--- src/rtl/tdc_sum_sequencer.sv ---
`default_nettype none
// ============================================================================
// Module : tdc_sum_sequencer
// Brief  : Frame controller that gathers per-channel TDC hits, launches the
//          summing pipeline once per frame and averages 2^LOG2_NAVG sums.
// Rev    : 1.0  initial release
// ============================================================================
module tdc_sum_sequencer #(
    parameter int LOG2_NAVG   = 2,
    parameter int COLLECT_TMO = 1000,
    parameter int SUM_TMO     = 15
) (
    input  logic         clk,
    input  logic         rst,
    input  logic         arm,
    input  logic [15:0]  ch_mask,
    input  logic [15:0]  ch_dval,
    input  logic [159:0] ch_int,
    input  logic [111:0] ch_frac,
    output logic         mlt_start,
    output logic [159:0] mlt_int,
    output logic [111:0] mlt_frac,
    input  logic [36:0]  mlt_sum,
    input  logic         mlt_dval,
    output logic [36:0]  res_data,
    output logic         res_valid,
    input  logic         res_ready,
    output logic         busy,
    output logic         err_tmo,
    output logic         err_ovr,
    output logic [7:0]   drop_cnt,
    input  logic         err_clr
);

    localparam int ACC_W   = 37 + LOG2_NAVG;
    localparam int TMO_MAX = (COLLECT_TMO > SUM_TMO) ? COLLECT_TMO : SUM_TMO;
    localparam int TMO_W   = $clog2(TMO_MAX);
    localparam int FRM_W   = LOG2_NAVG + 1;

    localparam logic [TMO_W-1:0] C_COLLECT_LAST = TMO_W'(COLLECT_TMO - 1);
    localparam logic [TMO_W-1:0] C_SUM_LAST     = TMO_W'(SUM_TMO - 1);
    localparam logic [FRM_W-1:0] C_NAVG         = FRM_W'(1) << LOG2_NAVG;

    typedef enum logic [2:0] {
        S_IDLE     = 3'd0,
        S_COLLECT  = 3'd1,
        S_LAUNCH   = 3'd2,
        S_WAIT_SUM = 3'd3,
        S_ACCUM    = 3'd4,
        S_OUTPUT   = 3'd5
    } state_t;

    state_t             state_q;
    logic [15:0]        mask_q;
    logic [15:0]        hit_q;
    logic [15:0]        hit_new;
    logic [15:0]        hit_d;
    logic [159:0]       int_q;
    logic [159:0]       int_d;
    logic [111:0]       frac_q;
    logic [111:0]       frac_d;
    logic [TMO_W-1:0]   tmo_q;
    logic [36:0]        sum_q;
    logic [ACC_W-1:0]   acc_q;
    logic [ACC_W-1:0]   acc_d;
    logic [FRM_W-1:0]   frame_q;
    logic [FRM_W-1:0]   frame_d;
    logic [36:0]        res_data_q;
    logic               res_valid_q;
    logic               mlt_start_q;
    logic               err_tmo_q;
    logic               err_ovr_q;
    logic [7:0]         drop_q;
    logic [7:0]         drop_d;
    logic               tmo_evt;
    logic               ovr_evt;

    always_comb begin
        hit_new = ch_dval & mask_q & ~hit_q;
        hit_d   = hit_q | hit_new;
        int_d   = int_q;
        frac_d  = frac_q;
        // Only the first strobe of a channel is latched; later ones see hit_q set.
        for (int i = 0; i < 16; i++) begin
            if (hit_new[i]) begin
                int_d[10*i +: 10] = ch_int[10*i +: 10];
                frac_d[7*i +: 7]  = ch_frac[7*i +: 7];
            end
        end
        acc_d   = acc_q + ACC_W'(sum_q);
        frame_d = frame_q + FRM_W'(1);
        drop_d  = (drop_q == 8'hFF) ? drop_q : drop_q + 8'd1;
        tmo_evt = ((state_q == S_COLLECT) && (hit_d != mask_q) && (tmo_q == C_COLLECT_LAST)) ||
                  ((state_q == S_WAIT_SUM) && !mlt_dval && (tmo_q == C_SUM_LAST));
        ovr_evt = arm && (state_q != S_IDLE);
    end

    always_ff @(posedge clk or negedge rst) begin
        if (!rst) begin
            state_q     <= S_IDLE;
            mask_q      <= '0;
            hit_q       <= '0;
            int_q       <= '0;
            frac_q      <= '0;
            tmo_q       <= '0;
            sum_q       <= '0;
            acc_q       <= '0;
            frame_q     <= '0;
            res_data_q  <= '0;
            res_valid_q <= 1'b0;
            mlt_start_q <= 1'b0;
            err_tmo_q   <= 1'b0;
            err_ovr_q   <= 1'b0;
            drop_q      <= '0;
        end else begin
            if (err_clr) begin
                err_tmo_q <= 1'b0;
                err_ovr_q <= 1'b0;
                drop_q    <= '0;
            end else begin
                if (tmo_evt) begin
                    err_tmo_q <= 1'b1;
                    drop_q    <= drop_d;
                end
                if (ovr_evt) begin
                    err_ovr_q <= 1'b1;
                end
            end

            mlt_start_q <= 1'b0;
            case (state_q)
                S_IDLE: begin
                    if (arm && (ch_mask != 16'h0000)) begin
                        mask_q  <= ch_mask;
                        hit_q   <= '0;
                        int_q   <= '0;
                        frac_q  <= '0;
                        tmo_q   <= '0;
                        state_q <= S_COLLECT;
                    end
                end
                S_COLLECT: begin
                    hit_q  <= hit_d;
                    int_q  <= int_d;
                    frac_q <= frac_d;
                    if (hit_d == mask_q) begin
                        mlt_start_q <= 1'b1;
                        state_q     <= S_LAUNCH;
                    end else if (tmo_q == C_COLLECT_LAST) begin
                        state_q <= S_IDLE;
                    end else begin
                        tmo_q <= tmo_q + TMO_W'(1);
                    end
                end
                S_LAUNCH: begin
                    tmo_q   <= '0;
                    state_q <= S_WAIT_SUM;
                end
                S_WAIT_SUM: begin
                    if (mlt_dval) begin
                        sum_q   <= mlt_sum;
                        state_q <= S_ACCUM;
                    end else if (tmo_q == C_SUM_LAST) begin
                        state_q <= S_IDLE;
                    end else begin
                        tmo_q <= tmo_q + TMO_W'(1);
                    end
                end
                S_ACCUM: begin
                    acc_q   <= acc_d;
                    frame_q <= frame_d;
                    if (frame_d == C_NAVG) begin
                        res_data_q  <= acc_d[ACC_W-1:LOG2_NAVG];
                        res_valid_q <= 1'b1;
                        state_q     <= S_OUTPUT;
                    end else begin
                        state_q <= S_IDLE;
                    end
                end
                S_OUTPUT: begin
                    if (res_ready) begin
                        res_valid_q <= 1'b0;
                        acc_q       <= '0;
                        frame_q     <= '0;
                        state_q     <= S_IDLE;
                    end
                end
                default: state_q <= S_IDLE;
            endcase
        end
    end

    assign mlt_start = mlt_start_q;
    assign mlt_int   = int_q;
    assign mlt_frac  = frac_q;
    assign res_data  = res_data_q;
    assign res_valid = res_valid_q;
    assign busy      = (state_q != S_IDLE);
    assign err_tmo   = err_tmo_q;
    assign err_ovr   = err_ovr_q;
    assign drop_cnt  = drop_q;

endmodule
`default_nettype wire

--- config.mk ---
export PLATFORM = sky130hd
export DESIGN_NAME = tdc_sum_sequencer
export DESIGN_NICKNAME = d
export VERILOG_FILES = /design/src/rtl/tdc_sum_sequencer.sv
export SDC_FILE = /design/constraint.sdc
export NUM_CORES = 1
export LEC_CHECK = 0
export BUFFER_PORTS_ARGS = -buffer_cell sky130_fd_sc_hd__clkbuf_2
export CORE_AREA = 2 2 262 264
export CTS_CLUSTER_SIZE = 20
export DETAILED_ROUTE_END_ITERATION = 16
export DIE_AREA = 0 0 264 266
export GPL_TIMING_DRIVEN = 0
export HOLD_SLACK_MARGIN = 0.15
export PLACE_DENSITY = 0.52
export SLEW_MARGIN = 30
export SYNTH_ARGS = -nofsm -noshare
export SYNTH_HDL_FRONTEND = slang
export SYNTH_SLANG_ARGS = --single-unit
--- constraint.sdc ---
create_clock -name clk -period 7.8 [get_ports clk]
set_input_delay 0.78 -clock clk [delete_from_list [all_inputs] [get_ports clk]]
set_output_delay 0.78 -clock clk [all_outputs]
set_load 0.03 [all_outputs]
==> results of run 1 <==
layout make-up:
cell class | instances | area [µm²] | area share [%]
sequential | 445 | 11100 | 42.3
multi-input combinational | 1501 | 8090 | 30.7
timing repair buffer | 675 | 3550 | 13.5
clock buffer | 80 | 1610 | 6.11
tap | 882 | 1100 | 4.19
buffer | 122 | 475 | 1.81
clock inverter | 17 | 180 | 0.685
inverter | 39 | 146 | 0.556
antenna | 13 | 32.5 | 0.124
Yosys cell counts (7+ instances only):
master | instances | area, µm²
clkbuf_1 | 112 | 420
dfrtp_1 | 445 | 11100
xnor2_1 | 24 | 210
o21ai_0 | 306 | 1530
nor3_1 | 10 | 50.1
mux2_2 | 72 | 811
nand4_1 | 21 | 131
nand3_1 | 32 | 160
nor4_1 | 8 | 50.1
a22o_1 | 36 | 315
a22oi_1 | 8 | 60.1
nand2b_1 | 16 | 100
and3_1 | 7 | 43.8
a21o_1 | 15 | 113
ha_1 | 42 | 526
inv_1 | 39 | 146
nor2_1 | 99 | 372
a21oi_1 | 67 | 335
xor2_1 | 25 | 219
nand2_1 | 642 | 2410
metal layers:
layer / GRT usage [%] / share of wire, % / up-vias
met5: 0 / 0.077 / -
met1: 28.1 / 42 / 8950
met4: 7.65 / 3.1 / 10
met2: 35.8 / 46 / 611
li1: - / - / 8593
met3: 8.27 / 9.1 / 134
kinds of logic after synthesis:
group	Yosys count	synth area share, %
compound gates	484	14.4
buf+inv	161	3.13
xor+xnor	49	2.16
fa+ha+maj	43	2.75
flops	445	56.1
simple gates	851	17.3
mux	74	4.19
how the worst max path moves through the flow:
stage	slack [ps]	cells past startpoint	endpoint
CTS	4040	9	mlt_int[89]
floorplan	5160	12	res_data[36]
detailed placement	3960	8	mlt_int[6]
global route	3870	9	mlt_int[89]
global placement	-4550	1	mlt_int[14]
finish	4200	9	mlt_int[79]
worst register-to-register path: cells and delay by family, from the launching register on:
kind | cells | cell delay, ps
buffers and inverters | 5 | 2340
DFF | 1 | 370
AOI/OAI and AO/OA | 1 | 220
and+or+nand+nor | 3 | 590
sequential cells by signal, indices dropped and copies added, names as in the netlist:
name / count
mlt_start: 1
hit_q: 16
mask_q: 16
mlt_int: 160
tmo_q: 10
state_q: 3
drop_cnt: 8
err_tmo: 1
frame_q: 3
res_data: 37
sum_q: 37
res_valid: 1
err_ovr: 1
mlt_frac: 112
acc_q: 39
power by group:
group | switching, µW | total, µW | internal [µW]
Clock | 1030 | 2520 | 1490
Sequential | 522 | 3650 | 3120
Combinational | 3770 | 5190 | 1410
per-stage QoR:
| stage | power (µW) | hold slack [ps] | utilization, % |
|---|---|---|---|
| after floorplan | 6840 | 454 | - |
| after global routing | 12100 | 362 | 38.8 |
| after detailed placement | 8890 | 469 | 36.1 |
| final | 11400 | 387 | 38.9 |
| after global placement | 8780 | 462 | 35.9 |
| after CTS | 11500 | 336 | 38.8 |
timing repair:
action                     CTS  global route
hold endpoints to repair    37             0
setup endpoints to repair    0             0
hold buffers                 1             0
==> flow_summary.yaml, run 1 <==
outcome:
  status: "finished, final reports clean"
clocking:
  cts-htree-levels: 2
  cts_tree: "done"
  cts_resized: 0
  clk_latency_ps: 610
  cts_buffers: 53
  cts_buffer_depth: 3
  cts-root-buf: "clkbuf_16"
  post_cts_buffers: 0
  path_clk_slew_ps: 60
  cts_sinks: 445
setup_path:
  rr_endpoint: "mlt_int[79]"
  crit_path_top_delay_cell: "clkbuf_1"
  reg2reg_depth: 9
  cp_max_fo: 10
  worst-setup-path-type: "reg -> reg"
  end_kind: "register"
  cp.required_ps: 8290
  cp_common_cell: "clkbuf_1"
  arrival_ps: 4090
  rrSetupSlack_ps: 4200
  cp-startpoint: "state_q[1]"
  critPathLaunchType: "register"
  crit_chain: "clkbuf_1 -> inv_1 -> nand2_1 -> nor2_1 -> clkbuf_1 -> clkbuf_1 -> clkbuf_1 -> nand2_1 -> o21ai_0"
  cp_top_family: "buffers and inverters"
  critPathMaxStageDelay_ps: 780
  worstReg2RegStart: "state_q[1]"
  crit_buf_inv: 5
yosys:
  syn_nets: 2497
  yosys_warnings: 0
  syn-mean-instance-area_um2: 9.42
  synthCells: 2107
  seq_area_frac_synth_pct: 56.1
  ys_seq_elements: 445
  async_flop_share_pct: 100
  synth_edf_count: 0
  mappedNetlistArea_um2: 19800
  ys_types: 63
  synth_ff_type: "dfrtp_1"
drt:
  drc: 0
  drtPass1Iterations: 6
  drt_iter0_drc: 1197
  postRouteAntennaNets: 0
  vias_per_cell: 4.85
  wl_per_cell_um: 21.6
  wl_um: 81400
  vias: 18298
die:
  core_area_um2: 67700
  io_pins: 669
  fp.dieW_um: 264
  die_h_um: 266
  start_util_pct: 29.3
  dieArea_um2: 70200
  rows: 96
timing:
  setup_violations: 0
  worst_pin_slew_ps: 969
  layout_min_cycle_time_ps: 3600
  fin_ws_ps: 4200
  finClkSkew_ps: 30.8
  finalSetupTns_ps: 0
  fmax_mhz: 278
  fin_crit_sh_pct: 46.1
  relSlewSlack_pct: 35.4
  hold_viol: 0
  drv_slew: 0
  rsz0062_at_grt: "false"
place:
  place_hpwl_um: 65700
  gp_congestion: 0.910
  dpl-instance-area_um2: 24500
  numPortBuffers: 667
  dpl.cell_count: 3663
  dp_slack_ps: 3960
power:
  power.density_nw_per_um2: 431
  peakVddDrop_uv: 172
  p_leak_uw: 0.0136
layout:
  final_cell_mix: "clkbuf_2, nand2_1, dfrtp_1"
  final_nets: 3227
  area_growth_pct: 32.6
  final_cells: 3774
  num-fill-cells: 6967
  post_route_cells_drive_above_1_share_pct: 29.7
  postLayoutCellArea_um2: 26300
  layout_commonest_cell: "clkbuf_2"
hold_path:
  min_from: "ch_int[139]"
  whs_endpoint: "mlt_int[139]"
  hp-class: "in -> reg"
  holdPathStages: 3
global_routing:
  grt_pass1_wl_um: 118000
  antenna_found_initial: 18
  grt_pass1_vias: 18305
  grt_overflow: 0
  groute.usage.overall_pct: 22.5
  grt_start_max_net_pins: 72
job:
  maxCapViolCount: 0
Power figures use the tool's default switching activity.
==> run 2, diff against run 1 <==
--- a/config.mk
+++ b/config.mk
@@ -12,7 +12,7 @@
 export DIE_AREA = 0 0 264 266
 export GPL_TIMING_DRIVEN = 0
 export HOLD_SLACK_MARGIN = 0.15
-export PLACE_DENSITY = 0.52
+export PLACE_DENSITY = 0.53
 export SLEW_MARGIN = 30
 export SYNTH_ARGS = -nofsm -noshare
 export SYNTH_HDL_FRONTEND = slang
==> constraint.sdc (replaced) <==
create_clock -name clk -period 3.29 [get_ports clk]
set_input_delay 0.329 -clock clk [delete_from_list [all_inputs] [get_ports clk]]
set_output_delay 0.329 -clock clk [all_outputs]
set_load 0.03 [all_outputs]
==> flow_summary.yaml, run 2 (synthesized netlist as in run 1, its figures left out) <==
setup_path:
  crit_path_top_delay_cell: "clkbuf_1"
  crit_chain: "dlygate4sd3_1 -> clkbuf_2 -> nor4_1 -> a41oi_1 -> nor2b_1 -> clkbuf_1 -> nor2_2 -> clkbuf_1 -> o21ai_0"
  crit_buf_inv: 4
  cp_top_family: "buffers and inverters"
  cp.required_ps: 3720
  end_kind: "register"
  cp-startpoint: "ch_mask[8]"
  arrival_ps: 3510
  reg2reg_depth: 12
  rrSetupSlack_ps: 220
  path_depth: 9
  cp-endpoint: "mlt_frac[10]"
  rr_endpoint: "res_data[28]"
  critPathMaxStageDelay_ps: 590
  worstReg2RegStart: "sum_q[0]"
  worst-setup-path-type: "in -> reg"
  critPathLaunchType: "input pin"
  cp_common_cell: "clkbuf_1"
  cp_max_fo: 10
layout:
  layout_commonest_cell: "clkbuf_2"
  num-fill-cells: 6683
  post_route_cells_drive_above_1_share_pct: 27.0
  final_cells: 4115
  final_cell_mix: "clkbuf_2, nand2_1, dfrtp_1"
  area_growth_pct: 50.5
  final_nets: 3572
  largest_reg_flops: 160
timing:
  worst_pin_slew_ps: 808
  relSlewSlack_pct: 45.9
  fmax_mhz: 325
  rsz0062_at_grt: "false"
  setup_violations: 0
  fin_crit_sh_pct: 93.5
  finClkSkew_ps: 15.2
  drv_slew: 0
  finalSetupTns_ps: 0
  layout_min_cycle_time_ps: 3080
  hold_viol: 0
clocking:
  clk_latency_ps: 600
  cts_sinks: 445
  post_cts_buffers: 0
  cts_tree: "done"
  cts-htree-levels: 2
  cts_buffer_depth: 3
  cts-root-buf: "clkbuf_16"
  path_clk_slew_ps: 60
  cts_buffers: 51
place:
  dpl.cell_count: 3663
  place_hpwl_um: 65600
  gp_congestion: 0.894
  numPortBuffers: 667
die:
  fp.dieW_um: 264
  die_h_um: 266
  start_util_pct: 29.3
  rows: 96
  dieArea_um2: 70200
  core_area_um2: 67700
  io_pins: 669
job:
  maxCapViolCount: 0
global_routing:
  grt_overflow: 0
  grt_pass1_vias: 20313
  groute.usage.overall_pct: 23.5
  antenna_found_initial: 18
  grt_pass1_wl_um: 126000
  grt_start_max_net_pins: 78
drt:
  postRouteAntennaNets: 0
  drtPass1Iterations: 7
  wl_um: 84700
  vias: 19805
  drt_iter0_drc: 1224
  vias_per_cell: 4.81
  drc: 0
  wl_per_cell_um: 20.6
hold_path:
  hp-class: "in -> async"
power:
  power.density_nw_per_um2: 928
  p_leak_uw: 0.0151
  peakVddDrop_uv: 391
outcome:
  status: "finished, final reports clean"
==> run 2: cell types whose count changed in the layout (fill, tap and decap cells not counted), moves of 2 or more <==
cell | previous run | this run
dlygate4sd3_1 | 1 | 348
clkbuf_1 | 121 | 106
clkbuf_2 | 666 | 679
bufinv_16 | 2 | 7
nor2_1 | 99 | 96
nor2_2 | 0 | 3
clkbuf_8 | 19 | 17
clkinv_4 | 2 | 0
clkinv_8 | 2 | 0
diode_2 | 13 | 11
==> run 2: routing by layer <==
layer / up-vias / global-route usage [%] / wire length [µm]
li1: 9266 / - / -
met1: 9588 / 29.9 / 35500
met2: 739 / 37.3 / 38400
met3: 198 / 6.92 / 6920
met4: 14 / 9.86 / 3790
met5: - / 0 / 93
==> run 2: how the worst min path moves through the flow <==
stage,endpoint,depth (start not counted)
floorplan,acc_q[0],0
global placement,mlt_int[25],2
detailed placement,mlt_frac[51],1
CTS,mlt_frac[51],2
global route,mlt_frac[50],2
finish,mlt_frac[50],2
==> run 2: report_power, final <==
part	leakage, µW	total, µW	switching [µW]	internal, µW
logic	0.00837	12800	9120	3640
clock network	0.000908	6280	2440	3840
registers	0.00584	8660	1260	7410
==> run 2: stage by stage <==
| step | hold WS [ps] | cell area, µm² | setup WS, ps | power (µW) | util (%) |
|---|---|---|---|---|---|
| global route | 241 | 29900 | 6.77 | 29400 | 44.1 |
| global placement | 462 | 24300 | -8540 | 20800 | 35.9 |
| detailed placement | 295 | 24500 | -241 | 21100 | 36.1 |
| CTS | 210 | 29800 | 18.3 | 27800 | 44.0 |
| floorplan | 33.4 | 19800 | 646 | 16200 | - |
| finish | 235 | 29900 | 213 | 27700 | 44.1 |
==> run 2: repair_timing <==
action | 4_1_cts | 5_1_grt
hold endpoints to repair | 504 | 0
hold buffers | 348 | 0
setup endpoints to repair | 63 | 23
gates cloned | 0 | 0
resized for setup | 6 | 18
==> run 2: final cells by class <==
type / instances / area (µm²) / area share (%)
sequential: 445 / 11100 / 37.3
antenna: 11 / 27.5 / 0.0922
timing repair buffer: 1022 / 7020 / 23.5
tap: 882 / 1100 / 3.69
multi-input combinational: 1501 / 8100 / 27.1
clock inverter: 17 / 269 / 0.901
inverter: 39 / 146 / 0.490
clock buffer: 76 / 1570 / 5.27
buffer: 122 / 492 / 1.65
